$ cat src/rtl/zverif_loader.sv
// Boot-image loader: takes a stream of 32-bit words, writes them through an
// AXI-lite write port into RAM port B, then releases the CPU from reset.
module zverif_loader #(
   parameter int ADDR_WIDTH      = 17,
   parameter int MAX_COUNT_WIDTH = 16
) (
   input  logic                       clk,
   input  logic                       resetn,
   input  logic                       in_valid,
   output logic                       in_ready,
   input  logic [31:0]                in_addr,
   input  logic [31:0]                in_data,
   input  logic                       in_last,
   output logic [ADDR_WIDTH-1:0]      m_awaddr,
   output logic                       m_awvalid,
   input  logic                       m_awready,
   output logic [31:0]                m_wdata,
   output logic [3:0]                 m_wstrb,
   output logic                       m_wvalid,
   input  logic                       m_wready,
   input  logic                       m_bvalid,
   output logic                       m_bready,
   input  logic [1:0]                 m_bresp,
   output logic                       cpu_resetn,
   output logic                       done,
   output logic                       err,
   output logic [MAX_COUNT_WIDTH-1:0] word_count
);

   typedef enum logic [1:0] {
      IDLE  = 2'd0,
      WRITE = 2'd1,
      RESP  = 2'd2,
      DONE  = 2'd3
   } state_t;

   state_t                     state_r;
   state_t                     next_state_s;
   logic [ADDR_WIDTH-1:0]      addr_r;
   logic [31:0]                data_r;
   logic                       last_r;
   logic                       aw_done_r;
   logic                       w_done_r;
   logic                       aw_done_s;
   logic                       w_done_s;
   logic                       in_ready_r;
   logic                       awvalid_r;
   logic                       wvalid_r;
   logic                       bready_r;
   logic                       done_r;
   logic                       cpu_resetn_r;
   logic                       err_r;
   logic [MAX_COUNT_WIDTH-1:0] word_count_r;
   logic                       in_ready_s;
   logic                       awvalid_s;
   logic                       wvalid_s;
   logic                       bready_s;
   logic                       done_s;
   logic                       accept_s;
   logic                       word_ok_s;
   logic                       aw_hs_s;
   logic                       w_hs_s;
   logic                       b_hs_s;

   // A load word is usable only if word aligned and inside the RAM window.
   function automatic logic addr_ok(input logic [31:0] addr);
      addr_ok = (addr[1:0] == 2'b00) && ((addr >> ADDR_WIDTH) == 32'd0);
   endfunction

   assign accept_s  = in_valid && in_ready_r;
   assign word_ok_s = addr_ok(in_addr);
   assign aw_hs_s   = awvalid_r && m_awready;
   assign w_hs_s    = wvalid_r && m_wready;
   assign b_hs_s    = (state_r == RESP) && m_bvalid;

   // Track AW and W completion independently so either may finish first.
   always_comb begin
      aw_done_s = 1'b0;
      w_done_s  = 1'b0;
      if (state_r == WRITE) begin
         aw_done_s = aw_done_r || aw_hs_s;
         w_done_s  = w_done_r || w_hs_s;
      end else begin
         aw_done_s = 1'b0;
         w_done_s  = 1'b0;
      end
   end

   // State register and per-transfer handshake flags.
   always_ff @(posedge clk) begin
      if (!resetn) begin
         state_r   <= IDLE;
         aw_done_r <= 1'b0;
         w_done_r  <= 1'b0;
      end else begin
         state_r   <= next_state_s;
         aw_done_r <= aw_done_s;
         w_done_r  <= w_done_s;
      end
   end

   // Next-state decode.
   always_comb begin
      next_state_s = state_r;
      case (state_r)
         IDLE: begin
            if (accept_s) begin
               if (word_ok_s) begin
                  next_state_s = WRITE;
               end else if (in_last) begin
                  next_state_s = DONE;
               end else begin
                  next_state_s = IDLE;
               end
            end else begin
               next_state_s = IDLE;
            end
         end
         WRITE: begin
            if (aw_done_s && w_done_s) begin
               next_state_s = RESP;
            end else begin
               next_state_s = WRITE;
            end
         end
         RESP: begin
            if (m_bvalid) begin
               next_state_s = last_r ? DONE : IDLE;
            end else begin
               next_state_s = RESP;
            end
         end
         DONE:    next_state_s = DONE;
         default: next_state_s = IDLE;
      endcase
   end

   // Outputs are decoded from the next state so their registers line up with state_r.
   always_comb begin
      in_ready_s = (next_state_s == IDLE);
      awvalid_s  = (next_state_s == WRITE) && !aw_done_s;
      wvalid_s   = (next_state_s == WRITE) && !w_done_s;
      bready_s   = (next_state_s == RESP);
      done_s     = (next_state_s == DONE);
   end

   // Output registers.
   always_ff @(posedge clk) begin
      if (!resetn) begin
         in_ready_r   <= 1'b0;
         awvalid_r    <= 1'b0;
         wvalid_r     <= 1'b0;
         bready_r     <= 1'b0;
         done_r       <= 1'b0;
         cpu_resetn_r <= 1'b0;
      end else begin
         in_ready_r   <= in_ready_s;
         awvalid_r    <= awvalid_s;
         wvalid_r     <= wvalid_s;
         bready_r     <= bready_s;
         done_r       <= done_s;
         cpu_resetn_r <= done_s;
      end
   end

   // Latched word plus sticky error and saturating success counter.
   always_ff @(posedge clk) begin
      if (!resetn) begin
         addr_r       <= {ADDR_WIDTH{1'b0}};
         data_r       <= 32'd0;
         last_r       <= 1'b0;
         err_r        <= 1'b0;
         word_count_r <= {MAX_COUNT_WIDTH{1'b0}};
      end else begin
         if (accept_s) begin
            addr_r <= in_addr[ADDR_WIDTH-1:0];
            data_r <= in_data;
            last_r <= in_last;
         end
         if ((accept_s && !word_ok_s) || (b_hs_s && (m_bresp != 2'b00))) begin
            err_r <= 1'b1;
         end
         if (b_hs_s && (m_bresp == 2'b00) && !(&word_count_r)) begin
            word_count_r <= word_count_r + MAX_COUNT_WIDTH'(1);
         end
      end
   end

   assign in_ready   = in_ready_r;
   assign m_awaddr   = addr_r;
   assign m_awvalid  = awvalid_r;
   assign m_wdata    = data_r;
   assign m_wstrb    = 4'hF;
   assign m_wvalid   = wvalid_r;
   assign m_bready   = bready_r;
   assign cpu_resetn = cpu_resetn_r;
   assign done       = done_r;
   assign err        = err_r;
   assign word_count = word_count_r;

endmodule

$ cat config.mk
export PLATFORM = sky130hd
export DESIGN_NAME = zverif_loader
export DESIGN_NICKNAME = d
export VERILOG_FILES = /design/src/rtl/zverif_loader.sv
export SDC_FILE = /design/constraint.sdc
export NUM_CORES = 1
export LEC_CHECK = 0
export CAP_MARGIN = 10
export CORE_MARGIN = 4
export CORE_UTILIZATION = 30
export CTS_CLUSTER_SIZE = 12
export DETAILED_ROUTE_END_ITERATION = 10
export GPL_ROUTABILITY_DRIVEN = 0
export PLACE_DENSITY = 0.72
export SLEW_MARGIN = 20
export SYNTH_ARGS = -nofsm -noshare
export SYNTH_HDL_FRONTEND = slang
export SYNTH_SLANG_ARGS = --single-unit
$ cat constraint.sdc
create_clock -name clk -period 1.7 [get_ports clk]
set_input_delay 0.255 -clock clk [delete_from_list [all_inputs] [get_ports clk]]
set_output_delay 0.255 -clock clk [all_outputs]
set_load 0.005 [all_outputs]
## After elaboration in Yosys (flattened, before gate mapping)

Index checks and enable logic that the tools add are counted.

- Register bits: 76
- Bits in latches: 0
- Memory bits (writable): 0
- ROM bits: 0
- Input bits: 73
- Output and inout port bits: 76
- Word-level logic and storage cells: 55
- Memories kept: 0

- Add/sub/neg operators: 1
- Multiply operators: 0
- Divide/modulo/power cells: 0
- Order comparisons: 0
- Eq/ne operators: 6
- Shift operators: 0
- Multiplexer cells: 9
- Bitwise logic cells: 0
- Reductions and logical operators: 26

Operator list:

| kind | count |
|---|---|
| logical NOT 32 bit | 1 |
| adder 16 x 1 -> 16 bit (second input constant) | 1 |
| AND reduction 16 bit | 1 |
| logical AND 1 bit | 12 |
| 2-to-1 mux 2 bit | 6 |
| == test 2 bit (second input constant) | 4 |
| logical NOT 2 bit | 4 |
| one-hot mux 2 bit (4 select lines) | 1 |
| == test 2 x 1 -> 1 bit (second input constant) | 2 |
| logical NOT 1 bit | 4 |
| logical OR 1 bit | 3 |
| 2-to-1 mux 1 bit | 2 |
| nonzero test 2 bit | 1 |

## Longest topological paths before layout

Gate-level depths: netlist of the first run.

- Depth in word-level cells: 8
- Mapped depth: 8
- Mapped depth without buffers: 6

## Worst setup path before layout of the first run

Ideal clock, no wire load.

- Path kind: register to register
- Start point: register word_count_r[0], in the netlist word_count[0]
- End point: register word_count_r[0], in the netlist word_count[0]
- Library setup time: 0.128 ns
- Arrival time: 1.720 ns
- Data required time: 1.572 ns
- Slack: -0.148 ns
- Cell stages (with the launch flop): 8
- Path buffers: 1
- Period minus slack after synthesis: 1.848 ns
- Cells stage by stage: dfxtp_1 ha_1 nand4_1 nor4_1 buf_2 nor2_1 xnor2_1 nor2_1

- Cells in the longest elaborated chain, start to end: 3
- Elaborated cells between the ends (all ways): 4
- Those cells by class: 1 x add/sub; 3 x reduce/logical

RTL lines:

| item | RTL line | source |
|---|---|---|
| start: declaration | 53 | `logic [MAX_COUNT_WIDTH-1:0] word_count_r;` |
| start signal: assignment | 173 | `word_count_r <= {MAX_COUNT_WIDTH{1'b0}};` |
| start signal: assignment | 184 | `word_count_r <= word_count_r + MAX_COUNT_WIDTH'(1);` |
| branches (longest 3 deep; another with adder 16 x 1 -> 16 bit) | - |  |

Parallel ways; which one is timed is not known.
A chain may end at the register's enable or synchronous reset.

## Worst setup path in the final report of the first run

- Start point: input in_addr[18]
- End point: register cpu_resetn_r, in the netlist cpu_resetn

- Cells in the longest elaborated chain, start to end: 6

RTL lines:

| item | RTL line | source |
|---|---|---|
| start: declaration | 11 | `input logic [31:0] in_addr,` |
| logical NOT 32 bit | 67 | `addr_ok = (addr[1:0] == 2'b00) && ((addr >> ADDR_WIDTH) == 32'd0);` |
| logical AND 1 bit | 67 |  |
| 2-to-1 mux 2 bit | 108 | `if (word_ok_s) begin` |
| 2-to-1 mux 2 bit | 107 | `if (accept_s) begin` |
| one-hot mux 2 bit (4 select lines) | 105 | `case (state_r)` |
| == test 2 bit | 144 | `done_s = (next_state_s == DONE);` |
| end signal: assignment | 162 | `cpu_resetn_r <= done_s;` |
| end: declaration | 51 | `logic cpu_resetn_r;` |

Every way passes these cells.

==> impl_results.md, run 1 <==
* Outcome: completed
* PD cells at 726 mW/mm^2
* Via count at 3153
* XOR/XNOR Fraction of Synth Area at 4.07%
* Post-synthesis compound-gate area fraction at 11.1%
* Relative slew margins at 66.8%
* Dominant cell type by area after synthesis: dfxtp_1
* Synth Warn # at 0
* Final Cell Area at 0.00525 mm^2
* First drt pass iteration count at 4
* Min-delay worst type: input port to flip-flop
* Number of port buffers at 144
* Nets at 613
* Synth Area in Simple Gates at 28.5%
* Synth Area in Adders at 0.415%
* FMAX at 601 MHz
* Most frequent cells in the layout: clkdlybuf4s50_1 (138), nand2_1 (106), dfxtp_1 (67), a21oi_1 (54), buf_4 (35)
* Initial antenna violation count at 0
* Cells after Synth at 369
* Vias in the first global route at 3169
* Top Metal Used: met4
* Setup violators final at 0
* Total die area at 0.0117 mm^2
* Final Slew Violations at 0
* Routed length per instance at 14.3 um
* Quantity of hold-fixing buffers added after cts at 0
* Post-synthesis mux area share at 0%
* Avg Synthesized Cell Area at 8.16 um^2
* Layout Cells excl Fill at 677
* Most common cell after layout, fill and taps aside: clkdlybuf4s50_1
* Maxcap violations at 0
* Slew @ Worst Pin at 0.494 ns
* Synthesized cell area at 0.00301 mm^2
* Reg2reg setup slack at 0.05 ns
* #FFs+latches synth at 76
* Horiz. Die Dim at 108 um
* Fraction of registers with async set/reset at 0%
* Synth top area share at 50.5%
* Worst Setup Start Kind: input port
* CP max FO at 4
* Clk Latency, worst-skew pair at 0.34 ns
* Post-DP Area at 0.00474 mm^2
* Met2 wire length at 4950 um
* Vias per cell at 4.66
* Clk pin slew, worst setup/hold paths at 0.08 ns
* Core Rows at 36
* Remaining DRCs at 0
* Initial Util at 30.8%
* Seq/Total Area, Yosys at 50.5%
* Number of diodes at 0
* CTS Buffer Depth at 2
* Worst IR Drop VDD at 0.326 mV
* Utilization after layout at 53.7%
* Root Buffer: clkbuf_8
* Tcrit/Tclk final at 97.9%
* H-Tree Depth at 3
* Final ANT Viol Nets at 0
* GRT overflow at 0
* Die height at 108 um
* Overall routing resource usage at 15.8%
* Crit path kind: input port to flip-flop
* Synth-to-layout area growth at 74.3%
* Share of cells above drive strength 1 at 18.0%
* Synth top area cells: dfxtp_1 (51%), nand2_1 (13%), a21oi_1 (9.0%), xnor2_1 (4.1%), nor2_1 (2.6%)
* Critical path endpoint category: flip-flop
* Drt initial violations at 121
* Hpwl dp at 6780 um
* Core Box Area at 0.00977 mm^2
* Final setup TNS at 0 ns
* EDFF count, synth at 0
* Fin. Hold Viols at 0
* Routed WL at 9690 um
* CTS tree: yes
* Ys flop type: dfxtp_1
* Num CTS Buffers at 9
* Period minus WS final at 1.66 ns
* First-pass GRT wire length at 15000 um
* Yosys cell types at 35
* Crit path DAT at 1.95 ns
* Largest net degree at the start of global routing at 30
* WL met1 at 3970 um
* Placed Cells at 651
* P_leak at 1.93 nW
* Num ports at 149
* Met3 wire length at 651 um
* Largest family of logic cells by synthesized area: simple AND/OR/NAND/NOR gates
* Data required time of the worst path at 1.98 ns
* Skew final at 0.00817 ns
* WHS at 0.439 ns
* CTS sink cnt at 76
## sequential cells by signal (all words and copies together), names as in the netlist, 2 cells and up
signal / count
m_wdata: 32
m_awaddr: 17
word_count: 16
state_r: 2
## report_power, final
part	total (mW)	leakage [nW]	switching [mW]	internal [mW]
logic	0.542	1.21	0.213	0.328
clock network	1.39	0.0923	0.701	0.686
registers	1.88	0.623	0.0342	1.85
## path summary, 6_finish.rpt
path,start,end,cells past startpoint
max reg2reg,state_r[0]$_SDFF_PN0_,word_count[2]$_SDFFE_PN0P_,5
max,in_addr[18],cpu_resetn$_SDFF_PN0_,6
min,m_bresp[0],err$_SDFFE_PN0P_,4
min reg2reg,m_wdata[2]$_SDFFE_PN0P_,m_wdata[2]$_SDFFE_PN0P_,2
## metrics by stage
step / power [mW] / setup WS (ns)
5_1_grt: 4.00 / -0.0694
4_1_cts: 3.87 / -0.0282
2_1_floorplan: 2.09 / -0.00167
3_5_place_dp: 2.45 / -0.630
3_3_place_gp: 2.44 / -0.607
6_report: 3.81 / 0.0354
## metal layers
layer / vias to the layer above / track usage, %
li1: 1560 / -
met1: 1482 / 18.8
met2: 100 / 27.9
met3: 11 / 4.00
met4: 0 / 5.14
met5: - / 0
## kinds of logic after synthesis
| group | Yosys count |
|---|---|
| buf+inv | 31 |
| simple gates | 183 |
| xor+xnor | 14 |
| compound gates | 63 |
| flops | 76 |
| fa+ha+maj | 1 |
| other cells | 1 |
## what timing repair did
action | 4_1_cts | 5_1_grt
endpoints found under the setup margin | 17 | 19
pin swaps | 4 | 18
setup buffers | 0 | 7
hold endpoints to repair | 0 | 0
gates resized for setup | 21 | 31
cloned | 2 | 1
## synth_stat cells (2+ instances only)
cell type	number
buf_4	5
buf_6	3
buf_2	2
nor4_1	9
o21ai_0	4
nand2_1	108
nor3b_2	2
dfxtp_1	76
nor3_1	8
nand4_1	6
and3_1	3
a21oi_1	54
xnor2_1	14
and2_1	2
nand3_1	8
clkbuf_1	18
nand3b_1	2
nor3b_1	2
nor2_1	21
inv_1	3
nor3_2	5
## cell type report
| type | count | area [um^2] |
|---|---|---|
| fill | 923 | 4530 |
| timing repair buffer | 183 | 1790 |
| multi-input combinational | 266 | 1550 |
| sequential | 76 | 1530 |
| tap | 133 | 166 |
| clock buffer | 9 | 124 |
| clock inverter | 7 | 75.1 |
| inverter | 3 | 11.3 |
## worst max-delay path: stages
cell             delay (ns)
clkdlybuf4s50_1        0.40
or4_4                  0.49
nor4_4                 0.25
buf_4                  0.19
o221ai_4               0.13
and2b_1                0.23
(Power assumes the default switching activity.)
==> run 2, diff against run 1 <==
- ABC_CLOCK_PERIOD_IN_PS: unset -> 1700
==> results of run 2 <==
Final layout, timing and power as in run 1 (identical DEF).
